### config.mk
export PLATFORM = sky130hd
export DESIGN_NAME = spi_serf
export DESIGN_NICKNAME = d
export VERILOG_FILES = /design/src/rtl/spi_pkg.sv /design/src/rtl/spi_sync_edge.sv /design/src/rtl/spi_serf.sv
export SDC_FILE = /design/constraint.sdc
export NUM_CORES = 1
export LEC_CHECK = 0
export ABC_CLOCK_PERIOD_IN_PS = 2850
export BUFFER_PORTS_ARGS = -buffer_cell sky130_fd_sc_hd__buf_2
export CORE_AREA = 2 2 78 80
export DETAILED_ROUTE_END_ITERATION = 16
export DIE_AREA = 0 0 80 82
export GPL_TIMING_DRIVEN = 0
export PLACE_DENSITY = 0.6
export SLEW_MARGIN = 20
export SYNTH_ARGS = -nofsm -noshare
export SYNTH_HDL_FRONTEND = slang
export SYNTH_SLANG_ARGS = --single-unit
### constraint.sdc
create_clock -name clk -period 2.85 [get_ports clk]
set_input_delay 0.1425 -clock clk [delete_from_list [all_inputs] [get_ports clk]]
set_output_delay 0.1425 -clock clk [all_outputs]
set_load 0.03 [all_outputs]
### src/rtl/spi_pkg.sv
// Shared SPI definitions: packet width and responder FSM state encoding.
package spi_pkg;

    localparam int unsigned SPI_WIDTH = 16;

    typedef enum logic [1:0] {
        IDLE  = 2'd0,
        ARMED = 2'd1,
        SHIFT = 2'd2
    } state_t;

endpackage

### src/rtl/spi_sync_edge.sv
// Three-flop synchronizer for an asynchronous pin with one-clk rise/fall pulses.
// Pulses appear while the second flop holds the new level and the third the old.
module spi_sync_edge #(
    parameter logic RST_VAL = 1'b1
) (
    input  logic clk,
    input  logic rst_n,
    input  logic d_i,
    output logic rise_c_o,
    output logic fall_c_o
);

    logic s1_q;
    logic s2_q;
    logic s3_q;

    // Synchronizer chain plus edge-detect history flop.
    always_ff @(posedge clk or negedge rst_n) begin
        if (!rst_n) begin
            s1_q <= RST_VAL;
            s2_q <= RST_VAL;
            s3_q <= RST_VAL;
        end else begin
            s1_q <= d_i;
            s2_q <= s1_q;
            s3_q <= s2_q;
        end
    end

    assign rise_c_o = ~s3_q & s2_q;
    assign fall_c_o = s3_q & ~s2_q;

endmodule

### src/rtl/spi_serf.sv
// SPI responder: SCLK idles high, sample on rise, shift on fall, MSB first.
// Receives a command on MOSI while returning the pre-loaded word on MISO.
module spi_serf
    import spi_pkg::*;
#(
    parameter int unsigned WIDTH = SPI_WIDTH
) (
    input  logic             clk,
    input  logic             rst_n,
    input  logic             SS_n,
    input  logic             SCLK,
    input  logic             MOSI,
    output logic             MISO,
    input  logic             wrt,
    input  logic [WIDTH-1:0] tx_data,
    output logic [WIDTH-1:0] cmd,
    output logic             cmd_rdy,
    input  logic             clr_cmd_rdy
);

    localparam int unsigned CNT_W = $clog2(WIDTH) + 1;
    localparam logic [CNT_W-1:0] LAST_BIT = CNT_W'(WIDTH - 1);

    state_t             state_q, state_d;
    logic [WIDTH-1:0]   shft_reg_q, shft_reg_d;
    logic [WIDTH-1:0]   cmd_q, cmd_d;
    logic [CNT_W-1:0]   bit_cnt_q, bit_cnt_d;
    logic               smpl_q, smpl_d;
    logic               cmd_rdy_q, cmd_rdy_d;
    logic               mosi_s1_q, mosi_s2_q;

    logic               ss_rise, ss_fall;
    logic               sclk_rise, sclk_fall;
    logic               last_c;
    logic               rdy_set_c;
    logic [WIDTH-1:0]   shifted_c;

    spi_sync_edge #(.RST_VAL(1'b1)) u_ss_sync (
        .clk      (clk),
        .rst_n    (rst_n),
        .d_i      (SS_n),
        .rise_c_o (ss_rise),
        .fall_c_o (ss_fall)
    );

    spi_sync_edge #(.RST_VAL(1'b1)) u_sclk_sync (
        .clk      (clk),
        .rst_n    (rst_n),
        .d_i      (SCLK),
        .rise_c_o (sclk_rise),
        .fall_c_o (sclk_fall)
    );

    // MOSI only needs a level, so a plain two-flop synchronizer.
    always_ff @(posedge clk or negedge rst_n) begin
        if (!rst_n) begin
            mosi_s1_q <= 1'b0;
            mosi_s2_q <= 1'b0;
        end else begin
            mosi_s1_q <= MOSI;
            mosi_s2_q <= mosi_s1_q;
        end
    end

    // State and datapath registers.
    always_ff @(posedge clk or negedge rst_n) begin
        if (!rst_n) begin
            state_q    <= IDLE;
            shft_reg_q <= '0;
            cmd_q      <= '0;
            bit_cnt_q  <= '0;
            smpl_q     <= 1'b0;
            cmd_rdy_q  <= 1'b0;
        end else begin
            state_q    <= state_d;
            shft_reg_q <= shft_reg_d;
            cmd_q      <= cmd_d;
            bit_cnt_q  <= bit_cnt_d;
            smpl_q     <= smpl_d;
            cmd_rdy_q  <= cmd_rdy_d;
        end
    end

    assign last_c    = (bit_cnt_q == LAST_BIT);
    assign shifted_c = {shft_reg_q[WIDTH-2:0], smpl_q};

    // Next-state: select starts a transfer, first SCLK rise enters SHIFT, deselect ends it.
    always_comb begin
        state_d = state_q;
        case (state_q)
            IDLE:    if (ss_fall) state_d = ARMED;
            ARMED: begin
                if (ss_rise)        state_d = IDLE;
                else if (sclk_rise) state_d = SHIFT;
            end
            SHIFT:   if (ss_rise) state_d = IDLE;
            default: state_d = IDLE;
        endcase
    end

    // Datapath updates; the front-porch fall in ARMED is ignored and a fall
    // at the last bit is held so the final shift happens on deselect.
    always_comb begin
        shft_reg_d = shft_reg_q;
        cmd_d      = cmd_q;
        bit_cnt_d  = bit_cnt_q;
        smpl_d     = smpl_q;
        rdy_set_c  = 1'b0;
        case (state_q)
            IDLE: begin
                if (wrt)     shft_reg_d = tx_data;
                if (ss_fall) bit_cnt_d  = '0;
            end
            ARMED: begin
                if (sclk_rise) smpl_d = mosi_s2_q;
            end
            SHIFT: begin
                if (sclk_rise) smpl_d = mosi_s2_q;
                if (ss_rise) begin
                    if (last_c) begin
                        shft_reg_d = shifted_c;
                        cmd_d      = shifted_c;
                        rdy_set_c  = 1'b1;
                    end
                end else if (sclk_fall && !last_c) begin
                    shft_reg_d = shifted_c;
                    bit_cnt_d  = bit_cnt_q + CNT_W'(1);
                end
            end
            default: ;
        endcase

        // Completion takes priority over a same-cycle clear.
        if (rdy_set_c)                     cmd_rdy_d = 1'b1;
        else if (clr_cmd_rdy || ss_fall)   cmd_rdy_d = 1'b0;
        else                               cmd_rdy_d = cmd_rdy_q;
    end

    assign MISO    = shft_reg_q[WIDTH-1];
    assign cmd     = cmd_q;
    assign cmd_rdy = cmd_rdy_q;

endmodule

; Word-level counts from Yosys, hierarchy flattened
; Cells that the tools add are included.
[totals]
reg_bits = 49
in_bits = 23
out_inout_bits = 18
elab_cells = 65
[op_classes]
n_addsub = 1
n_eq_ne = 11
mux = 19
bitwise_logic = 8
reduce_logical = 12
[op_table]
columns = operator, n
row1 = $mux 16, 4
row2 = $pmux 16 s2, 1
row3 = $mux 5, 3
row4 = $ne 2x2->1 const B, 5
row5 = $pmux 5 s2, 1
row6 = $ne 3x3->1 const B, 3
row7 = $mux 2, 4
row8 = $reduce_and 4->1, 2
row9 = $pmux 2 s3, 1
row10 = $reduce_and 3->1, 2
row11 = $add 5x1->5 const B, 1
row12 = $eq 5x4->1 const B, 1
row13 = $mux 1, 5
row14 = $and 1x1->1, 4
row15 = $not 1->1, 4
row16 = $reduce_bool 2->1, 2
row17 = $eq 2x1->1 const B, 1
row18 = $eq 2x2->1 const B, 1
row19 = $logic_not 2->1, 1
row20 = $reduce_and 2->1, 1
row21 = $reduce_or 2->1, 1
row22 = $logic_and 1x1->1, 1
row23 = $logic_not 1->1, 1
row24 = $logic_or 1x1->1, 1

; Longest topological paths before layout
; Gate-level depths: netlist of run 1.
[depth]
word_depth = 6
depth_mapped = 8
ltp_nobuf = 7

; Hierarchy
; Synthesis of run 1 repeated with hierarchy kept, for this count alone.
[hier_totals]
cells_unflattened = 178
hier_area_um2 = 2233.4
[modules_own_cells]
columns = module, n_inst, cells_each, area_per_inst_um2, seq_area_each_um2
row1 = spi_serf, 1, 168, 2045.7, 1076.0
row2 = spi_sync_edge, 2, 5, 93.8, 78.8

; Least setup slack after synthesis of run 1
; Ideal clock, no wire load.
[synth_timing]
path_type = flip-flop to flip-flop
from = reg bit_cnt_q[0]
to = reg shft_reg_q[0]
setup_time_ps = 125
arrival_ps = 1993
required_time_ps = 2725
slack_ps = 731
stages_incl_launch_ff = 8
path_buffers = 1
period_less_slack_ps = 2119
path_cell_list = dfrtp_1 > ha_1 > and3_1 > ha_1 > or3_4 > o211ai_4 > buf_12 > mux2_4
[synth_between]
elab_chain_len = 5
elab_cells_between_ends = 6
cone_classes = eq/ne (3) / reduce/logical (3)
[synth_lines]
columns = item, line
row1 = from (decl), spi_serf.sv:27  ; logic [CNT_W-1:0] bit_cnt_q, bit_cnt_d;
row2 = from (signal assigned), spi_serf.sv:78  ; bit_cnt_q <= bit_cnt_d;
row3 = $eq 5x4->1 *, spi_serf.sv:84  ; assign last_c = (bit_cnt_q == LAST_BIT);
row4 = $logic_not 1->1, spi_serf.sv:125  ; end else if (sclk_fall && !last_c) begin
row5 = $logic_and 1x1->1, spi_serf.sv:125
row6 = $ne 3x3->1 (no line), n/a
row7 = $reduce_and 4->1 (no line) *, n/a
row8 = to (signal assigned), spi_serf.sv:76  ; shft_reg_q <= shft_reg_d;
row9 = to (decl), spi_serf.sv:25  ; logic [WIDTH-1:0] shft_reg_q, shft_reg_d;
; Mark *: on every way between the ends. The rest lies on a longest branch, timed or not.
; A chain may end at the register's enable or synchronous reset.

; Worst setup path in the final report of run 1
[layout_timing]
from = reg bit_cnt_q[0]
to = reg shft_reg_q[11]
; The elaborated chain is that of the path after synthesis.

==> metrics.md, run 1 <==
| Metric | Value |
|---|---|
| Critical Path End Type | `flop` |
| Final Hold Viols | `0` |
| Comb power frac | `31.5%` |
| Total GRT Usage | `12.9%` |
| Tcrit/Tclk final | `80.5%` |
| Critical path required time | `3.04 ns` |
| Worst-margin pin slew | `0.627 ns` |
| Metal3 WL | `240 um` |
| Deepest clock path buffer count | `2` |
| Layout Skew | `0.00376 ns` |
| Clk pwr share | `20.4%` |
| R2R depth | `7` |
| Reg power frac | `48.0%` |
| Peak supply drop | `0.337 mV` |
| Initial Util | `39.1%` |
| GP Congestion | `0.790` |
| CP Launch Type | `flop` |
| GRT Residual Overflow | `0` |
| Primary FF master, synth | `dfrtp_1` |
| Fin crit period | `2.29 ns` |
| Pre-CTS setup slack | `0.574 ns` |
| Initial antenna violation count | `0` |
| Slew Limit Fails | `0` |
| Area after DPL | `2540 um2` |
| Endpoint of the worst hold path | `cmd_rdy` |
| Worst hold start | `clr_cmd_rdy` |
| Worst hold stages | `3` |
| Dominant cell type by area after synthesis | `dfrtp_1` |
| Area Growth Syn to Fin | `18.9%` |
| Total Nets Final | `234` |
| Reg2reg end | `shft_reg_q[11]` |
| CP arrival | `2.48 ns` |
| RSZ-0062 raised after global routing | `no` |
| Most frequent cells in the layout | `43 x dfrtp_1, 41 x mux2_2, 40 x buf_2` |
| Status | `finished clean` |
| Psw | `0.583 mW` |
| Sequential-to-total area share from yosys stat | `54.9%` |
| Number of synthesized flops with an enable pin | `0` |
| Drt initial violations | `29` |
| Main area contributors after synthesis | `dfrtp_1 48%, mux2_2 21%, dfstp_2 7.0%` |
| CP max FO | `10` |
| Met1 Routed Length | `1860 um` |
| Depth of the CTS H-tree | `2` |
| Vias in the first global route | `1380` |
| Yosys reg bits | `49` |
| Most used cell along the critical path | `ha_1` |
| Die Span Y | `82 um` |
| Yosys cell types | `35` |
| DRC errors left | `0` |
| Die area | `6560 um2` |
| CTS buffer count | `5` |
| Port buffer count | `40` |
| Reg-to-reg startpoint | `bit_cnt_q[0]` |
| Vias | `1357` |
| CTS resizes | `0` |
| DRT Pass-1 Iters | `4` |
| Detailed placement HPWL | `2730 um` |
| Core ar. | `5750 um2` |
| Hold Crit Class | `input pin to flop` |
| CP Cell Sequence | `ha_1 -> and3_1 -> ha_1 -> or3_4 -> o211ai_4 -> buf_12 -> mux2_4` |
| Area fraction of the dominant cell type after synthesis | `47.9%` |
| Layout cells sized above 1 | `54.9%` |
| Clock slew at reported path FFs | `0.09 ns` |
| Final setup TNS | `0 ns` |
| Final Power | `1.98 mW` |
| Post-Syn Area | `2250 um2` |
| Critical Path Slowest Stage Cell | `dfrtp_1` |
| Switching Fraction | `29.5%` |
| Antenna Cells | `0` |
| First-pass GRT wire length | `6430 um` |
| Relative slew margins | `58.2%` |
| DR top layer | `met4` |
| Number of vias per cell | `4.83` |
| Root Driver | `clkbuf_8` |
| Final WS setup | `0.556 ns` |
| Syn Nets | `183` |
| Clk sinks | `49` |
| Post-synth ARST share | `100%` |
| Syn. warnings | `0` |
| Antenna viol nets, final | `0` |
| Synth Area per Inst | `14.6 um2` |
| CTS tree | `yes` |
| Leak pwr | `1.31 nW` |
| Internal | `1.39 mW` |
| Largest net degree at the start of global routing | `50` |
| Max Cap Violations | `0` |
| Placed insts | `269` |
| Die extent in x | `80 um` |
| Total I/O pin count | `41` |
| Final setup fails | `0` |
| Reg2Reg Setup Slack | `0.56 ns` |
| Drt wl/cell | `14.1 um` |
| Pwr dens | `740 nW/um2` |
| Worst-skew pair later-pin latency | `0.30 ns` |
| Routed WL | `3960 um` |
| Finished Cell Area | `2670 um2` |
| Met2 Wirelength | `1820 um` |
| Mapped Cells | `154` |
| Critical path class | `flop to flop` |
| Final Non-Filler Cells | `281` |
| Commonest non-fill, non-tap cell in the layout | `dfrtp_1` |
| Maximum clock rate | `0.436 GHz` |
| Row cnt | `28` |
| Critical Path Max Stage Delay | `0.43 ns` |
-- power groups by stage --
stage                     logic (mW)  clock network [mW]  registers [mW]
final                          0.623               0.404           0.950
after global routing           0.683               0.441           0.972
after CTS                      0.634               0.418           0.951
after detailed placement       0.631                   0           0.961
after global placement         0.616                   0           0.961
after floorplan                0.510                   0           0.943
-- cell usage after synthesis, types with 2 or more instances --
master and number:
dfstp_2 6, a21oi_1 3, nor2_1 2, dfrtp_1 43, nand3_1 5, mux2_2 41
mux2_4 10, inv_1 4, o21ai_0 3, ha_1 6, nand2_1 6, nor2b_1 2
-- critical path, delay by kind of cell (launching register included) --
family | cells | cell delay [ns]
AOI/OAI and AO/OA | 1 | 0.18
DFF | 1 | 0.43
adders and majority gates | 2 | 0.48
buffers and inverters | 1 | 0.20
and+or+nand+nor | 2 | 0.59
muxes | 1 | 0.30
-- worst max-delay path by stage --
stage               slack [ns]              to  cells after the start    startpoint
floorplan                 0.73   shft_reg_q[0]                      7  bit_cnt_q[0]
global placement          0.59   shft_reg_q[1]                      7  bit_cnt_q[0]
detailed placement        0.57  shft_reg_q[12]                      7  bit_cnt_q[0]
CTS                       0.54   shft_reg_q[1]                      7  bit_cnt_q[0]
global route              0.44    bit_cnt_q[3]                      7  bit_cnt_q[0]
finish                    0.56  shft_reg_q[11]                      7  bit_cnt_q[0]
-- through the flow --
step | util, % | hold slack, ns
5_1_grt | 46.5 | 0.120
4_1_cts | 46.5 | 0.101
3_5_place_dp | 44.3 | 0.207
3_3_place_gp | 44.2 | 0.249
6_report | 46.5 | 0.101
2_1_floorplan | - | -0.153
-- flip-flops by register name (all words and copies together) (netlist names), 2 cells and up --
signal	count
shft_reg_q	16
bit_cnt_q	5
state_q	2
cmd	16
-- per-layer routing --
| layer | vias up | global-route usage (%) |
|---|---|---|
| li1 | 654 | - |
| met1 | 668 | 15.4 |
| met2 | 29 | 22.0 |
| met3 | 6 | 4.29 |
| met4 | 0 | 4.07 |
| met5 | - | 0 |
-- layout make-up --
cell class / instances / area, um2
Multi-Input combinational cell: 95 / 955
Clock inverter: 2 / 15.0
Buffer: 5 / 40.0
Inverter: 5 / 18.8
Clock buffer: 6 / 72.6
Fill cell: 546 / 3070
Timing Repair Buffer: 44 / 243
Tap cell: 75 / 93.8
Sequential cell: 49 / 1230
-- what timing repair did --
action	in CTS	in global routing
hold buffers	4	0
setup endpoints to repair	0	0
setup buffers	0	0
endpoints found under the hold margin	46	0
-- cell families after synthesis --
logic type	Yosys count	synth area share [%]
muxes	52	27.7
DFF	49	54.9
and+or+nand+nor	23	6.57
AOI/OAI and AO/OA	14	4.90
buffers and inverters	10	2.62
adders and majority gates	6	3.34
(Power assumes the default switching activity.)
==> run 2: changes to the inputs <==
--- a/config.mk
+++ b/config.mk
@@ -5,7 +5,7 @@
 export SDC_FILE = /design/constraint.sdc
 export NUM_CORES = 1
 export LEC_CHECK = 0
-export ABC_CLOCK_PERIOD_IN_PS = 2850
+export ABC_CLOCK_PERIOD_IN_PS = 2400
 export BUFFER_PORTS_ARGS = -buffer_cell sky130_fd_sc_hd__buf_2
 export CORE_AREA = 2 2 78 80
 export DETAILED_ROUTE_END_ITERATION = 16
==> constraint.sdc (replaced) <==
create_clock -name clk -period 2.4 [get_ports clk]
set_input_delay 0.12 -clock clk [delete_from_list [all_inputs] [get_ports clk]]
set_output_delay 0.12 -clock clk [all_outputs]
set_load 0.03 [all_outputs]
==> run 2 against run 1 <==
Against the previous run: fmax down 0.12%; largest power group unchanged; critical path depth unchanged; die area unchanged; power up 19%; setup slack worse by 0.45 ns; cell area unchanged; critical endpoint unchanged; first-iteration DRC count down 3.4%; clock power up 19%; final cell count unchanged; combinational power up 19%; clock skew about the same; wire length up 0.33%.
==> metrics.md, run 2 (synthesized netlist as in run 1, its figures left out) <==
| Metric | Value |
|---|---|
| Row cnt | `28 (unchanged)` |
| Finished Cell Area | `2670 um2 (unchanged)` |
| CTS resizes | `0 (unchanged)` |
| GRT Residual Overflow | `0 (unchanged)` |
| Hold Crit Class | `input pin to flop` |
| Status | `finished clean` |
| Pre-CTS setup slack | `0.124 ns (-0.450 ns)` |
| Psw | `0.693 mW (+19%)` |
| Area Growth Syn to Fin | `18.9% (unchanged)` |
| Number of vias per cell | `4.82 (-0.22%)` |
| Vias | `1354 (-0.22%)` |
| DRT Pass-1 Iters | `4 (unchanged)` |
| Deepest clock path buffer count | `2 (unchanged)` |
| DRC errors left | `0 (unchanged)` |
| Most frequent cells in the layout | `43 x dfrtp_1, 41 x mux2_2, 40 x buf_2` |
| Tcrit/Tclk final | `95.7% (+15 points)` |
| Layout cells sized above 1 | `54.9% (unchanged)` |
| Area of the multi-input gates | `955 um2 (unchanged)` |
| Root Driver | `clkbuf_8` |
| Area after DPL | `2540 um2 (unchanged)` |
| Die Span Y | `82 um (unchanged)` |
| Pwr dens | `879 nW/um2 (+19%)` |
| Die extent in x | `80 um (unchanged)` |
| Drt wl/cell | `14.1 um (+0.33%)` |
| Leak pwr | `1.31 nW (about the same)` |
| Drt initial violations | `28 (-3.4%)` |
| CP Launch Type | `flop` |
| Total GRT Usage | `12.9% (unchanged)` |
| Initial antenna violation count | `0 (unchanged)` |
| Clk pwr share | `20.5% (about the same)` |
| Reg-to-reg startpoint | `bit_cnt_q[0]` |
| Antenna viol nets, final | `0 (unchanged)` |
| Sequential cell area | `1230 um2 (unchanged)` |
| First-pass GRT wire length | `6430 um (unchanged)` |
| Worst-skew pair later-pin latency | `0.30 ns (about the same)` |
| Reg2reg end | `shft_reg_q[11]` |
| Vias in the first global route | `1380 (unchanged)` |
| Fin crit period | `2.30 ns (+0.00276 ns)` |
| Detailed placement HPWL | `2730 um (unchanged)` |
| Routed WL | `3970 um (+0.33%)` |
| Reg2Reg Setup Slack | `0.10 ns (-0.45 ns)` |
| Clk sinks | `49 (unchanged)` |
| Layout Skew | `0.00368 ns (-0.0000844 ns)` |
| CTS tree | `yes` |
| CTS buffer count | `5 (unchanged)` |
| Core ar. | `5750 um2 (unchanged)` |
| Total I/O pin count | `41 (unchanged)` |
| RSZ-0062 raised after global routing | `no` |
| Internal | `1.66 mW (+19%)` |
| # fillers | `546 (unchanged)` |
| Final WS setup | `0.104 ns (-0.453 ns)` |
| Endpoint of the worst hold path | `cmd_rdy` |
| Antenna Cells | `0 (unchanged)` |
| Slew Limit Fails | `0 (unchanged)` |
| Max Cap Violations | `0 (unchanged)` |
| Final Hold Viols | `0 (unchanged)` |
| Total Nets Final | `234 (unchanged)` |
| Largest net degree at the start of global routing | `50 (unchanged)` |
| Critical Path End Type | `flop` |
| Comb power frac | `31.5% (about the same)` |
| Reg power frac | `48.0% (about the same)` |
| Commonest non-fill, non-tap cell in the layout | `dfrtp_1` |
| Final Power | `2.35 mW (+19%)` |
| CP max FO | `10 (unchanged)` |
| Critical path class | `flop to flop` |
| R2R depth | `7 (unchanged)` |
| Depth of the CTS H-tree | `2 (unchanged)` |
| GP Congestion | `0.790 (unchanged)` |
| Peak supply drop | `0.400 mV (+19%)` |
| Critical path required time | `2.59 ns (-0.45 ns)` |
| Final setup fails | `0 (unchanged)` |
| Initial Util | `39.1% (unchanged)` |
| Clock slew at reported path FFs | `0.09 ns (about the same)` |
| Relative slew margins | `58.2% (about the same)` |
| Worst hold stages | `3 (unchanged)` |
| Worst-margin pin slew | `0.627 ns (-0.0000665 ns)` |
| CP arrival | `2.48 ns (about the same)` |
| Die area | `6560 um2 (unchanged)` |
| Final setup TNS | `0 ns (unchanged)` |
| Worst hold start | `clr_cmd_rdy` |
| Switching Fraction | `29.5% (about the same)` |
| Port buffer count | `40 (unchanged)` |
| Maximum clock rate | `0.435 GHz (-0.12%)` |
==> run 2: cell counts in the layout (fill, tap and decap cells not counted) <==
No cell type changed its count.
==> run 2: final cells by class <==
type                    count  share of cell area [%]
flip-flops and latches     49                    46.2
multi-input cells          95                    35.7
repair buffers             44                    9.09
well taps                  75                    3.51
clock buffers               6                    2.72
plain buffers               5                    1.50
inverters                   5                   0.703
clock inverters             2                   0.562
==> run 2: power by group through the flow <==
stage / sequential, mW / clock, mW / combinational [mW]
3_5_place_dp: 1.14 / 0 / 0.749
3_3_place_gp: 1.14 / 0 / 0.732
5_1_grt: 1.15 / 0.524 / 0.811
2_1_floorplan: 1.12 / 0 / 0.606
6_report: 1.13 / 0.481 / 0.740
4_1_cts: 1.13 / 0.496 / 0.753
==> run 2: what timing repair did <==
item | 4_1_cts | 5_1_grt
setup buffers | 0 | 0
hold buffers | 4 | 0
endpoints found under the hold margin | 46 | 0
endpoints found under the setup margin | 0 | 1
==> run 2: critical path: stages (launching register included) <==
cell,delay [ns]
dfrtp_1,0.43
ha_1,0.23
and3_1,0.19
ha_1,0.25
or3_4,0.40
o211ai_4,0.18
buf_12,0.20
mux2_4,0.30
==> run 2: metal layers <==
| metal | share of wire (%) | wire length (um) | up-vias | track usage (%) |
|---|---|---|---|---|
| met5 | 0 | 0 | - | 0 |
| met4 | 0.96 | 38 | 0 | 4.07 |
| met2 | 46 | 1820 | 25 | 22.0 |
| met3 | 5.6 | 224 | 6 | 4.29 |
| li1 | - | - | 655 | - |
| met1 | 48 | 1900 | 668 | 15.4 |
==> run 2: worst max-delay path by stage <==
stage,end,cells past startpoint,from,slack [ns]
2_1_floorplan,shft_reg_q[0],7,bit_cnt_q[0],0.28
3_3_place_gp,shft_reg_q[1],7,bit_cnt_q[0],0.14
3_5_place_dp,shft_reg_q[12],7,bit_cnt_q[0],0.12
4_1_cts,shft_reg_q[1],7,bit_cnt_q[0],0.09
5_1_grt,bit_cnt_q[3],7,bit_cnt_q[0],0.02
6_report,shft_reg_q[11],7,bit_cnt_q[0],0.10
==> run 2: through the flow <==
stage               cells  hold slack [ns]  util [%]
detailed placement    269            0.185      44.3
global placement      269            0.226      44.2
CTS                   281           0.0781      46.5
floorplan             154           -0.176         -
global route          281           0.0970      46.5
finish                281           0.0788      46.5
==> run 3: changes to the inputs <==
--- a/config.mk
+++ b/config.mk
@@ -7,11 +7,13 @@
 export LEC_CHECK = 0
 export ABC_CLOCK_PERIOD_IN_PS = 2400
 export BUFFER_PORTS_ARGS = -buffer_cell sky130_fd_sc_hd__buf_2
-export CORE_AREA = 2 2 78 80
+export CELL_PAD_IN_SITES_DETAIL_PLACEMENT = 2
+export CELL_PAD_IN_SITES_GLOBAL_PLACEMENT = 2
+export CORE_AREA = 2 2 80 82
 export DETAILED_ROUTE_END_ITERATION = 16
-export DIE_AREA = 0 0 80 82
+export DIE_AREA = 0 0 82 84
 export GPL_TIMING_DRIVEN = 0
-export PLACE_DENSITY = 0.6
+export PLACE_DENSITY = 0.77
 export SLEW_MARGIN = 20
 export SYNTH_ARGS = -nofsm -noshare
 export SYNTH_HDL_FRONTEND = slang
==> run 3 against run 2 <==
Against the previous run: clock skew grew 0.0025 ns; sequential power about the same; first-iteration DRC count up 130%; wire length rose by 25%; critical path depth is the same; worst hold slack better by 0.013 ns; die area grew 5.0%; final cell count grew 1.4%; global-route usage up 3.9 points; via count rose by 2.5%; largest cell class unchanged; highest routed layer unchanged.
==> metrics.md, run 3 (synthesized netlist as in run 1, its figures left out) <==
| Metric | Value |
|---|---|
| Relative slew margins | `58.5% (+0.28 points)` |
| DRT Pass-1 Iters | `3 (-1)` |
| Psw | `0.728 mW (+5.1%)` |
| Largest net degree at the start of global routing | `50 (unchanged)` |
| Worst Path Buf+Inv | `1 (unchanged)` |
| Initial antenna violation count | `0 (unchanged)` |
| Fin Hold WS | `0.0917 ns (+0.0128 ns)` |
| GRT Residual Overflow | `0 (unchanged)` |
| CP Launch Type | `flop` |
| Pwr dens | `889 nW/um2 (+1.1%)` |
| Number of vias per cell | `4.87 (+1.1%)` |
| Total GRT Usage | `16.8% (+3.9 points)` |
| Max Cap Violations | `0 (unchanged)` |
| Detailed placement HPWL | `3670 um (+35%)` |
| M3 GR Usage | `4.00% (-0.28 points)` |
| Hold Crit Class | `input pin to flop` |
| Final setup TNS | `0 ns (unchanged)` |
| Depth of the CTS H-tree | `2 (unchanged)` |
| Crit path max-delay family | `simple AND/OR/NAND/NOR gates` |
| Fin crit period | `2.25 ns (-0.0495 ns)` |
| Antenna Cells | `0 (unchanged)` |
| Status | `finished clean` |
| Drt wl/cell | `17.5 um (+24%)` |
| Leak pwr | `1.32 nW (+0.77%)` |
| Commonest non-fill, non-tap cell in the layout | `dfrtp_1` |
| Pre-CTS setup slack | `0.0909 ns (-0.0329 ns)` |
| Reg power frac | `47.7% (-0.3 points)` |
| Busiest grt layer | `met2` |
| Slew Limit Fails | `0 (unchanged)` |
| Vias | `1388 (+2.5%)` |
| Die extent in x | `82 um (+2.5%)` |
| Critical path class | `flop to flop` |
| Peak supply drop | `0.404 mV (+1.2%)` |
| Vias in the first global route | `1656 (+20%)` |
| First-pass GRT wire length | `8780 um (+37%)` |
| Routed WL | `4980 um (+25%)` |
| GP Congestion | `0.768 (-2.8%)` |
| Total Nets Final | `236 (+0.85%)` |
| Met2 GRT Util | `27.8% (+5.8 points)` |
| Clk sinks | `49 (unchanged)` |
| Row cnt | `29 (+3.6%)` |
| Port buffer count | `40 (unchanged)` |
| Die area | `6890 um2 (+5.0%)` |
| Initial Util | `36.9% (-2.2 points)` |
| CP arrival | `2.43 ns (-0.05 ns)` |
| RSZ-0062 raised after global routing | `no` |
| CTS tree | `yes` |
| Critical Path End Type | `flop` |
| CP max FO | `10 (unchanged)` |
| GR Util met1 | `21.7% (+6.3 points)` |
| Tcrit/Tclk final | `93.6% (-2.1 points)` |
| Core ar. | `6100 um2 (+6.1%)` |
| Antenna viol nets, final | `0 (unchanged)` |
| CP Cell Sequence | `ha_1 -> and3_1 -> ha_2 -> or3_4 -> o211ai_4 -> buf_12 -> mux2_4` |
| Area Growth Syn to Fin | `19.6%` |
| Clk pwr share | `19.7% (-0.8 points)` |
| CTS buffer count | `5 (unchanged)` |
| Final WS setup | `0.153 ns (+0.0495 ns)` |
| Internal | `1.66 mW (+0.33%)` |
| Worst-skew pair later-pin latency | `0.30 ns (about the same)` |
| Critical path required time | `2.58 ns (about the same)` |
| # fillers | `614 (+12%)` |
| Die Span Y | `84 um (+2.4%)` |
| Clock slew at reported path FFs | `0.08 ns (about the same)` |
| Most frequent cells in the layout | `43 x dfrtp_1, 41 x mux2_2, 40 x buf_2` |
| Final Hold Viols | `0 (unchanged)` |
| Switching Fraction | `30.5% (+0.98 points)` |
| Total I/O pin count | `41 (unchanged)` |
| Root Driver | `clkbuf_8` |
| Deepest clock path buffer count | `2 (unchanged)` |
| Worst-margin pin slew | `0.623 ns (-0.00423 ns)` |
| Drt initial violations | `63 (+130%)` |
| Comb power frac | `32.6% (+1.1 points)` |
| DRC errors left | `0 (unchanged)` |
| Layout cells sized above 1 | `55.3% (+0.43 points)` |
| Layout Skew | `0.00614 ns (+0.00246 ns)` |
| Critical Path Slowest Stage Cell | `dfrtp_1` |
| Final setup fails | `0 (unchanged)` |
| Critical Path Max Stage Delay | `0.42 ns (about the same)` |
| Maximum clock rate | `0.445 GHz (+2.2%)` |
run 3: area by class of cell:
class,instances,area (um2),area share (%)
repair buffers,46,258,9.59
inverters,5,18.8,0.698
clock inverters,1,7.51,0.279
flip-flops and latches,49,1230,45.9
clock buffers,7,76.3,2.84
multi-input cells,95,957,35.6
plain buffers,5,40.0,1.49
well taps,77,96.3,3.58
run 3: repair_timing:
item / CTS / global route
setup endpoints to repair: 0 / 5
setup buffers: 0 / 2
hold buffers: 3 / 1
resized for setup: 0 / 1
endpoints found under the hold margin: 3 / 43
run 3: final timing paths:
kind                              startpoint            end  slack (ns)  depth (start not counted)
worst max-delay path            bit_cnt_q[0]  shft_reg_q[3]        0.15                          7
worst max register to register  bit_cnt_q[0]  shft_reg_q[3]        0.15                          7
worst min register to register     mosi_s1_q      mosi_s2_q        0.35                          0
worst min-delay path             clr_cmd_rdy        cmd_rdy        0.09                          3
max in group asynchronous              rst_n         cmd[7]        1.60                          2
min in group asynchronous              rst_n     state_q[1]        0.38                          2
run 3: worst reg2reg max path: cells and delay by family (launching register included):
family	cells	cell delay [ns]
AO/OA/AOI/OAI	1	0.17
adder cells (fa/ha/maj)	2	0.44
buffers and inverters	1	0.20
flip-flops	1	0.42
multiplexers	1	0.31
AND/OR/NAND/NOR	2	0.58
run 3: per-stage QoR:
step	total power, mW	cells	area, um2	util, %
final	2.39	285	2690	44.1
after global routing	2.56	285	2690	44.1
after CTS	2.43	282	2660	43.6
after detailed placement	1.94	271	2540	41.7
after global placement	1.86	271	2540	41.7
after floorplan	1.73	154	2250	-
run 3: power groups by stage:
stage	Combinational (mW)	Clock, mW	Sequential, mW
2_1_floorplan	0.606	0	1.12
3_3_place_gp	0.729	0	1.13
3_5_place_dp	0.780	0	1.16
4_1_cts	0.790	0.497	1.14
5_1_grt	0.861	0.530	1.17
6_report	0.778	0.471	1.14
run 3: routing by layer:
| metal | wire [um] | up-vias |
|---|---|---|
| met2 | 2630 | 23 |
| met1 | 2140 | 702 |
| met5 | 0 | - |
| li1 | - | 657 |
| met3 | 170 | 6 |
| met4 | 42 | 0 |
